[src/rtl/wb_commit.sv]
// Writeback commit stage: retires ALU results and loads into registered
// forwarding/regfile outputs, holding upstream while a load waits for data.
module wb_commit #(
    parameter int TIMEOUT = 64,
    parameter int CW      = 8
) (
    input  logic        clk,
    input  logic        rst,
    input  logic        in_valid,
    output logic        in_ready,
    input  logic [4:0]  in_wreg,
    input  logic [31:0] in_result,
    input  logic        in_is_load,
    input  logic [1:0]  in_ldsize,
    input  logic        in_ldsigned,
    input  logic [1:0]  in_addr_lo,
    input  logic        mem_rvalid,
    input  logic [31:0] mem_rdata,
    output logic [4:0]  wreg_b,
    output logic [31:0] w_data_b,
    output logic        we_b,
    output logic        stall,
    output logic        err
);

    typedef enum logic [0:0] {
        IDLE      = 1'b0,
        LOAD_WAIT = 1'b1
    } state_t;

    state_t        state_q, state_d;
    logic [CW-1:0] cnt_q, cnt_d;
    logic [4:0]    lwreg_q, lwreg_d;
    logic [1:0]    lsize_q, lsize_d;
    logic          lsigned_q, lsigned_d;
    logic [1:0]    laddr_q, laddr_d;
    logic [4:0]    wreg_q, wreg_d;
    logic [31:0]   data_q, data_d;
    logic          we_q, we_d;
    logic          err_q, err_d;

    logic          commit;
    logic [4:0]    c_wreg;
    logic [31:0]   c_data;

    // Lane select then extend; half loads only look at the upper address bit.
    function automatic logic [31:0] ext(input logic [31:0] rdata, input logic [1:0] size,
                                        input logic sgn, input logic [1:0] alo);
        logic [7:0]  b;
        logic [15:0] h;
        logic [31:0] r;
        case (alo)
            2'd0:    b = rdata[7:0];
            2'd1:    b = rdata[15:8];
            2'd2:    b = rdata[23:16];
            default: b = rdata[31:24];
        endcase
        h = alo[1] ? rdata[31:16] : rdata[15:0];
        case (size)
            2'd0:    r = {{24{sgn & b[7]}}, b};
            2'd1:    r = {{16{sgn & h[15]}}, h};
            default: r = rdata;
        endcase
        return r;
    endfunction

    always_comb begin
        state_d   = state_q;
        cnt_d     = cnt_q;
        lwreg_d   = lwreg_q;
        lsize_d   = lsize_q;
        lsigned_d = lsigned_q;
        laddr_d   = laddr_q;
        err_d     = err_q;
        commit    = 1'b0;
        c_wreg    = 5'd0;
        c_data    = 32'd0;
        case (state_q)
            IDLE: begin
                if (in_valid) begin
                    if (!in_is_load) begin
                        commit = 1'b1;
                        c_wreg = in_wreg;
                        c_data = in_result;
                    end else if (mem_rvalid) begin
                        commit = 1'b1;
                        c_wreg = in_wreg;
                        c_data = ext(mem_rdata, in_ldsize, in_ldsigned, in_addr_lo);
                    end else begin
                        lwreg_d   = in_wreg;
                        lsize_d   = in_ldsize;
                        lsigned_d = in_ldsigned;
                        laddr_d   = in_addr_lo;
                        cnt_d     = '0;
                        state_d   = LOAD_WAIT;
                    end
                end
            end
            LOAD_WAIT: begin
                if (mem_rvalid) begin
                    commit  = 1'b1;
                    c_wreg  = lwreg_q;
                    c_data  = ext(mem_rdata, lsize_q, lsigned_q, laddr_q);
                    state_d = IDLE;
                end else if (cnt_q == CW'(TIMEOUT - 1)) begin
                    // Load is abandoned: flag it and reopen the stage.
                    err_d   = 1'b1;
                    state_d = IDLE;
                end else if (cnt_q != '1) begin
                    cnt_d = cnt_q + 1'b1;
                end
            end
            default: state_d = IDLE;
        endcase
        wreg_d = commit ? c_wreg : 5'd0;
        we_d   = commit && (c_wreg != 5'd0);
        data_d = commit ? c_data : data_q;
    end

    always_ff @(posedge clk) begin
        if (rst) begin
            state_q   <= IDLE;
            cnt_q     <= '0;
            lwreg_q   <= '0;
            lsize_q   <= '0;
            lsigned_q <= 1'b0;
            laddr_q   <= '0;
            wreg_q    <= '0;
            data_q    <= '0;
            we_q      <= 1'b0;
            err_q     <= 1'b0;
        end else begin
            state_q   <= state_d;
            cnt_q     <= cnt_d;
            lwreg_q   <= lwreg_d;
            lsize_q   <= lsize_d;
            lsigned_q <= lsigned_d;
            laddr_q   <= laddr_d;
            wreg_q    <= wreg_d;
            data_q    <= data_d;
            we_q      <= we_d;
            err_q     <= err_d;
        end
    end

    assign in_ready = (state_q == IDLE);
    assign stall    = (state_q == LOAD_WAIT);
    assign wreg_b   = wreg_q;
    assign w_data_b = data_q;
    assign we_b     = we_q;
    assign err      = err_q;

endmodule

[config.mk]
export PLATFORM = sky130hd
export DESIGN_NAME = wb_commit
export DESIGN_NICKNAME = d
export VERILOG_FILES = /design/src/rtl/wb_commit.sv
export SDC_FILE = /design/constraint.sdc
export NUM_CORES = 1
export LEC_CHECK = 0
export CAP_MARGIN = 20
export CORE_UTILIZATION = 50
export CTS_CLUSTER_DIAMETER = 120
export CTS_CLUSTER_SIZE = 8
export DETAILED_ROUTE_END_ITERATION = 6
export PLACE_DENSITY_LB_ADDON = 0.05
export SYNTH_ARGS = -nofsm -noshare
export SYNTH_HDL_FRONTEND = slang
export SYNTH_SLANG_ARGS = --single-unit
export TNS_END_PERCENT = 10
[constraint.sdc]
create_clock -name clk -period 2.9 [get_ports clk]
set_input_delay 0.58 -clock clk [delete_from_list [all_inputs] [get_ports clk]]
set_output_delay 0.58 -clock clk [all_outputs]
set_load 0.02 [all_outputs]
# After elaboration in Yosys (flattened, before gate mapping)
# Index checks and enable logic that the tools add are counted.
dict set report totals {
  register_bits 58
  latch_bits 0
  ram_bits 0
  rom_bits 0
  input_bits 79
  elab_cells 81
  n_memories 0
}
dict set report classes {
  n_addsub 1
  multipliers 0
  div 0
  n_lt_le_gt_ge 0
  eq_ne 14
  n_shift 0
  n_mux 39
  n_bitwise 7
  n_reduce_logical 10
}
# operator count
set ops {}
lappend ops {{one-hot mux 32 bit (2 select lines)} 3}
lappend ops {{2-to-1 mux 32 bit} 4}
lappend ops {{2-to-1 mux 8 bit} 12}
lappend ops {{one-hot mux 8 bit (3 select lines)} 2}
lappend ops {{2-to-1 mux 16 bit} 2}
lappend ops {{2-to-1 mux 5 bit} 4}
lappend ops {{one-hot mux 8 bit (2 select lines)} 1}
lappend ops {{one-hot mux 5 bit (2 select lines)} 1}
lappend ops {{adder 8 x 1 -> 8 bit (second input constant)} 1}
lappend ops {{equality test 2 x 1 -> 1 bit (second input constant)} 4}
lappend ops {{equality test 8 x 6 -> 1 bit (second input constant)} 1}
lappend ops {{logical NOT 2 bit} 4}
lappend ops {{2-to-1 mux 1 bit} 8}
lappend ops {{inequality test 2 bit (second input constant)} 4}
lappend ops {{inequality test 8 bit (second input constant)} 1}
lappend ops {{AND reduction 6 bit} 1}
lappend ops {{nonzero test 5 bit} 1}
lappend ops {{AND 1 bit} 4}
lappend ops {{equality test 2 bit (second input constant)} 2}
lappend ops {{inequality test 2 x 1 -> 1 bit (second input constant)} 2}
lappend ops {{one-hot mux 1 bit (2 select lines)} 2}
lappend ops {{AND reduction 4 bit} 1}
lappend ops {{inverter 1 bit} 3}
lappend ops {{AND reduction 3 bit} 1}
lappend ops {{other kinds (2)} 2}

# Depth between registers and ports, before layout
# Gate-level depths: netlist of run 1.
dict set report depth {
  depth_word 12
  mapped_depth 8
  ltp_nobuf 6
}

# Least setup slack after synthesis of run 1
# No wires, ideal clock.
dict set report synth_path {
  kind {input-to-reg}
  start {in rst}
  end {reg data_q[21] (netlist: w_data_b[21])}
  arrival_ps 1897
  path_slack_ps 934
  stages 6
  cell_sequence {clkbuf_1 or3_1 buf_6 a211o_1 buf_2 o21ai_1}
}
# item line
set synth_rtl {}
lappend synth_rtl {{start, declared} 8} ;# input logic rst,
lappend synth_rtl {{end signal, assigned} 140} ;# data_q <= data_d;
lappend synth_rtl {{end, declared} 38} ;# logic [31:0] data_q, data_d;

# Worst setup path in the final report of run 1
dict set report layout_path {
  start {in mem_rdata[31]}
  end {reg data_q[22] (netlist: w_data_b[22])}
}
dict set report layout_via {
  elab_chain_cells 11
  elab_cells_between_ends 21
}
# item line
set layout_rtl {}
lappend layout_rtl {{start, declared} 18} ;# input logic [31:0] mem_rdata,
lappend layout_rtl {{one-hot mux 8 bit (3 select lines)} 52} ;# case (alo)
lappend layout_rtl {{2-to-1 mux 8 bit} 85} ;# end else if (mem_rvalid) begin
lappend layout_rtl {{2-to-1 mux 8 bit} 81} ;# if (!in_is_load) begin
lappend layout_rtl {{2-to-1 mux 8 bit} 80} ;# if (in_valid) begin
lappend layout_rtl {{2-to-1 mux 8 bit} 78} ;# case (state_q)
lappend layout_rtl {{AND 1 bit} 60} ;# 2'd0: r = {{24{sgn & b[7]}}, b};
lappend layout_rtl {{one-hot mux 32 bit (2 select lines)} 59} ;# case (size)
lappend layout_rtl {{2-to-1 mux 32 bit} 85}
lappend layout_rtl {{2-to-1 mux 32 bit} 81}
lappend layout_rtl {{2-to-1 mux 32 bit} 80}
lappend layout_rtl {{one-hot mux 32 bit (2 select lines) *} 78}
# Every way passes the cells marked *; elsewhere a longest branch is shown, timed or not. The select of a mux whose other input is x is not followed.
# A chain may end at the register's enable or synchronous reset.

==> flow_metrics.tcl, run 1 <==
set metrics [dict create \
    outcome "complete, but fails checks" \
    violations "design-rule violations" \
    vias 4351 \
    arrival_ns 2.86 \
    reg2reg_from "lsize_q[1]" \
    synthFlopType "dfxtp_1" \
    setup_viol 0 \
    maxCapViolations 0 \
    tightest_slew_ns 0.954 \
    synthesis.area_mm2 0.00374 \
    clock_latency_ns 0.35 \
    max_freq_mhz 387 \
    grtUsageTotal_pct 32.9 \
    slew_viol_final 0 \
    fin_tns_setup_ns 0 \
    reg2regPathDepth 4 \
    crit_fanout 16 \
    cts.sinks 58 \
    hpwl_um 9150 \
    whs_path_depth 2 \
    synth_warnings 0 \
    post_cts_resized 0 \
    criticalPathCategory "primary input to flop" \
    grt_max_degree 29 \
    synth_cell_type_count 47 \
    worstPathCellList "clkdlybuf4s50_1 -> mux4_2 -> nand2_2 -> a2111oi_4 -> a222oi_1 -> o21ai_1" \
    die_width_um 88.5 \
    die-area_mm2 0.00784 \
    final_antenna_net_count 0 \
    gp_congestion 0.969 \
    async_flop_share_pct 0 \
    via_per_inst 6.30 \
    cts_tree "done" \
    fin_nets 667 \
    critPathTopFamily "compound AO/OA/AOI/OAI gates" \
    dr.pass1.iters 7 \
    timing.rr.end "w_data_b[22]" \
    cts_buffers 9 \
    p_leak_nw 1.81 \
    crit_path_max_incr_delay_ns 0.89 \
    post-route-drc-count 12 \
    synth_seq_area_share_pct 31.0 \
    grt_pass1_wl_um 19700 \
    final_util_pct 72.0 \
    core_area_mm2 0.00725 \
    fill_cells 615 \
    ir_drop_uv 263 \
    ios 120 \
    drive_above_1_share_pct 8.45 \
    synth_cells 479 \
    critPathBufInv 1 \
    end_kind "flop" \
    dieHeight_um 88.5 \
    layout_worst_path_cycle_share_pct 89.0 \
    instances_no_fill 691 \
    start_util_pct 51.6 \
    hp-start "lwreg_q[4]" \
    max-clock-path-buffers 2 \
    n_antenna_cell 0 \
    skew_ns 0.00465 \
    clk_pin_slew_ns 0.06 \
    port_buffers 119 \
    cts_setup_buffers 0 \
    ctsHoldBuffers 0 \
    cts_root_buf "clkbuf_8" \
    final_common_cell "clkdlybuf4s50_1" \
    final-hold-violation-count 0 \
    grt_pass1_vias 4050 \
    synth_edf_count 0 \
    final_cell_mix "119 x clkdlybuf4s50_1, 58 x dfxtp_1, 57 x nand2_1" \
    min_to "lwreg_q[4]" \
    wl_per_cell_um 18.1 \
    syn_avg_cell_area_um2 7.82 \
    drt_iter0_drc 573 \
    fin_crit_ns 2.58 \
    rrSetupSlack_ns 0.69 \
    cp.required_ns 3.18 \
    synth_seq_cells 58 \
    num_rows 31 \
    dp.cells 674 \
    min-delay-path-class "flop to flop" \
    rsz0062_at_grt "no" \
    cp_slowest_cell "a2111oi_4" \
    crit_path_start_kind "primary input" \
    powerDensity_mw_per_mm2 414 \
    grt-ovfl-total 0 \
    htree_levels 3 \
    syn_nets 559 \
    syn_to_final_growth_pct 39.4 \
    antenna_found_initial 0 \
    totalWireLength_um 12500 \
    slew-limit-headroom_pct 36.4 \
]
[layout make-up]
| cell class | count | area [um^2] | share of cell area [%] |
|---|---|---|---|
| clock inverter | 5 | 52.6 | 1.01 |
| multi-input combinational | 372 | 2360 | 45.3 |
| timing repair buffer | 139 | 1340 | 25.7 |
| clock buffer | 11 | 151 | 2.90 |
| sequential | 58 | 1160 | 22.2 |
| inverter | 7 | 26.3 | 0.503 |
| tap | 99 | 124 | 2.37 |
[flip-flops by register name, summed over array words and instances (netlist names)]
signal / count
lsigned_q: 1
cnt_q: 8
w_data_b: 32
lwreg_q: 5
laddr_q: 2
err: 1
stall: 1
lsize_q: 2
wreg_b: 5
we_b: 1
[cells by family after synthesis]
| logic type | synth area share (%) |
|---|---|
| buf+inv | 5.88 |
| fa+ha+maj | 0.334 |
| compound gates | 32.9 |
| simple gates | 20.9 |
| flops | 31.0 |
| xor+xnor | 1.64 |
| mux | 7.35 |
[Yosys cell counts (3+ instances only)]
library cell,n,area (um^2)
a211oi_1,6,45.0
a21oi_1,41,205
a222oi_1,22,220
a22oi_1,11,82.6
a31oi_1,8,50.1
and2_1,5,31.3
and3_1,4,25.0
buf_2,11,55.1
buf_6,3,33.8
clkbuf_1,28,105
dfxtp_1,58,1160
inv_1,7,26.3
mux2_2,8,90.1
mux2i_1,14,140
nand2_1,57,214
nand2b_1,29,181
nand3_1,5,25.0
nand4_1,3,18.8
nor2_1,30,113
nor2b_1,17,106
nor3_1,9,45.0
o211ai_1,13,97.6
o21ai_0,16,80.1
o21ai_1,16,80.1
o22ai_1,20,125
o31ai_1,3,22.5
o32a_1,6,60.1
xor2_1,6,52.6
[power by group]
group | total (mW) | switching [mW] | internal [mW] | leakage, nW
logic | 0.529 | 0.268 | 0.260 | 1.23
registers | 0.858 | 0.0247 | 0.833 | 0.472
clock network | 0.772 | 0.333 | 0.438 | 0.105
[worst reg2reg max path, delay by kind of cell, from the launching register on]
family | cells | cell delay [ns]
and+or+nand+nor | 1 | 0.16
AOI/OAI and AO/OA | 3 | 1.26
DFF | 1 | 0.71
[worst max path at each step]
stage	start	slack, ns	endpoint	depth (start not counted)
2_1_floorplan	rst	0.93	w_data_b[21]	6
3_3_place_gp	mem_rdata[31]	0.02	w_data_b[30]	6
3_5_place_dp	mem_rdata[31]	0.004	w_data_b[30]	6
4_1_cts	mem_rdata[31]	0.36	w_data_b[30]	6
5_1_grt	mem_rdata[31]	0.17	w_data_b[30]	6
6_report	mem_rdata[31]	0.32	w_data_b[22]	6
[per-layer routing]
metal  vias to the layer above  global-route usage [%]  wire [um]
met3                        39                    5.50       1220
li1                       2016                       -          -
met4                         0                    18.0        439
met5                         -                       0          0
met2                       265                    51.0       5620
met1                      2031                    43.7       5250
[stage by stage]
step / area [um^2] / total power, mW / hold WS, ns / setup WS, ns
after floorplan: 3740 / 1.13 / 0.437 / 0.934
after global placement: 5010 / 1.38 / 0.443 / 0.0161
after detailed placement: 5010 / 1.39 / 0.452 / 0.00445
after CTS: 5210 / 2.15 / 0.461 / 0.364
after global routing: 5220 / 2.24 / 0.492 / 0.166
final: 5220 / 2.16 / 0.462 / 0.318
Power figures use the tool's default switching activity.
==> run 2: changes to the inputs <==
--- a/config.mk
+++ b/config.mk
@@ -5,7 +5,6 @@
 export SDC_FILE = /design/constraint.sdc
 export NUM_CORES = 1
 export LEC_CHECK = 0
-export CAP_MARGIN = 20
 export CORE_UTILIZATION = 50
 export CTS_CLUSTER_DIAMETER = 120
 export CTS_CLUSTER_SIZE = 8
==> run 2 against run 1 <==
Against the previous run:
- the run now ends clean
- design area decreased by 0.14%
- critical path type unchanged
- largest power group unchanged
- register-to-register slack about the same
- clock power increased by 0.6%
- via count decreased by 0.18%
- critical endpoint is now w_data_b[30]
- maximum frequency decreased by 0.57%
- largest cell class unchanged
- cell count decreased by 0.14%
- global-route usage unchanged
==> flow_metrics.tcl, run 2 (same netlist as run 1, synthesis figures left out) <==
set metrics [dict create \
    outcome "finished, final reports clean" \
    cts_root_buf "clkbuf_8" \
    critPathTopFamily "compound AO/OA/AOI/OAI gates" \
    wl_per_cell_um 18.2 \
    grt-ovfl-total 0 \
    cp_slowest_cell "a2111oi_4" \
    ctsHoldBuffers 0 \
    cts.sinks 58 \
    clk_pin_slew_ns 0.06 \
    layout_worst_path_cycle_share_pct 89.5 \
    drt_iter0_drc 526 \
    totalWireLength_um 12500 \
    gp_congestion 0.969 \
    grt_pass1_vias 4050 \
    htree_levels 3 \
    ir_drop_uv 262 \
    clock_latency_ns 0.35 \
    dr.pass1.iters 5 \
    max_freq_mhz 385 \
    die_width_um 88.5 \
    fin_tns_setup_ns 0 \
    final_common_cell "clkdlybuf4s50_1" \
    drive_above_1_share_pct 8.29 \
    final_antenna_net_count 0 \
    worstPathCellList "clkdlybuf4s50_1 -> mux4_2 -> nand2_2 -> a2111oi_4 -> a222oi_1 -> o21ai_1" \
    largest_register_ffs 32 \
    maxCapViolations 0 \
    n_antenna_cell 0 \
    fin_nets 666 \
    tightest_slew_ns 1.17 \
    max-clock-path-buffers 2 \
    start_util_pct 51.6 \
    critPathBufInv 1 \
    via_per_inst 6.29 \
    grt_pass1_wl_um 19700 \
    fin_area_mm2 0.00521 \
    vias 4343 \
    skew_ns 0.00759 \
    arrival_ns 2.88 \
    die-area_mm2 0.00784 \
    slew-limit-headroom_pct 21.8 \
    end_kind "flop" \
    cts_tree "done" \
    post_cts_resized 0 \
    cts_buffers 9 \
    dpl_cell_area_mm2 0.00501 \
    num_rows 31 \
    powerDensity_mw_per_mm2 415 \
    setup_viol 0 \
    fin_crit_ns 2.60 \
    port_buffers 119 \
    post-route-drc-count 0 \
    grt_max_degree 29 \
    syn_to_final_growth_pct 39.2 \
    cts_setup_buffers 0 \
    dieHeight_um 88.5 \
    slew_viol_final 0 \
    crit_fanout 16 \
    antenna_found_initial 0 \
    min-delay-path-class "flop to flop" \
    p_total_mw 2.16 \
    cp.required_ns 3.18 \
    rsz0062_at_grt "no" \
    crit_path_max_incr_delay_ns 0.89 \
    final-hold-violation-count 0 \
    hpwl_um 9150 \
    grtUsageTotal_pct 32.9 \
    crit_path_start_kind "primary input" \
    final_cell_mix "119 x clkdlybuf4s50_1, 58 x dfxtp_1, 57 x nand2_1" \
    p_leak_nw 1.81 \
    criticalPathCategory "primary input to flop" \
    ios 120 \
    core_area_mm2 0.00725 \
]
[run 2: cell count changes in the layout (fill, tap and decap cells not counted), sizes merged]
cell / previous run / this run
buf: 20 / 19
[run 2: power by group]
part           total (mW)  internal, mW  switching [mW]
registers           0.857         0.833          0.0246
clock network       0.777         0.439           0.338
logic               0.528         0.260           0.268
[run 2: final cells by class]
class / instances / area (um^2)
Timing Repair Buffer: 138 / 1330
Sequential cell: 58 / 1160
Tap cell: 99 / 124
Multi-Input combinational cell: 372 / 2360
Clock inverter: 5 / 52.6
Inverter: 7 / 26.3
Clock buffer: 11 / 151
Fill cell: 615 / 2040
[run 2: path summary, 6_finish.rpt]
check | slack (ns) | from | to | cells past startpoint
min reg2reg | 0.46 | lwreg_q[4] | lwreg_q[4] | 2
max reg2reg | 0.70 | lsize_q[1] | w_data_b[30] | 4
max | 0.30 | mem_rdata[31] | w_data_b[30] | 6
min | 0.46 | lwreg_q[4] | lwreg_q[4] | 2
[run 2: worst min-delay path: stages, from the launching register on]
cell and delay [ns]:
dfxtp_1 0.31, nand2_1 0.05, a21oi_1 0.05
[run 2: metal layers]
metal / vias up / part of all wire [%] / GRT usage (%)
met5: - / 0 / 0
met2: 275 / 45 / 51.0
li1: 2020 / - / -
met3: 33 / 9.5 / 5.50
met1: 2015 / 43 / 43.7
met4: 0 / 3.2 / 18.0
[run 2: metrics by stage]
stage	util (%)	std cells	hold WS (ns)	worst slack, ns
global route	71.8	690	0.492	0.165
global placement	69.0	674	0.443	0.0161
floorplan	-	479	0.437	0.934
finish	71.8	690	0.462	0.304
detailed placement	69.0	674	0.452	0.00445
CTS	71.8	690	0.461	0.364
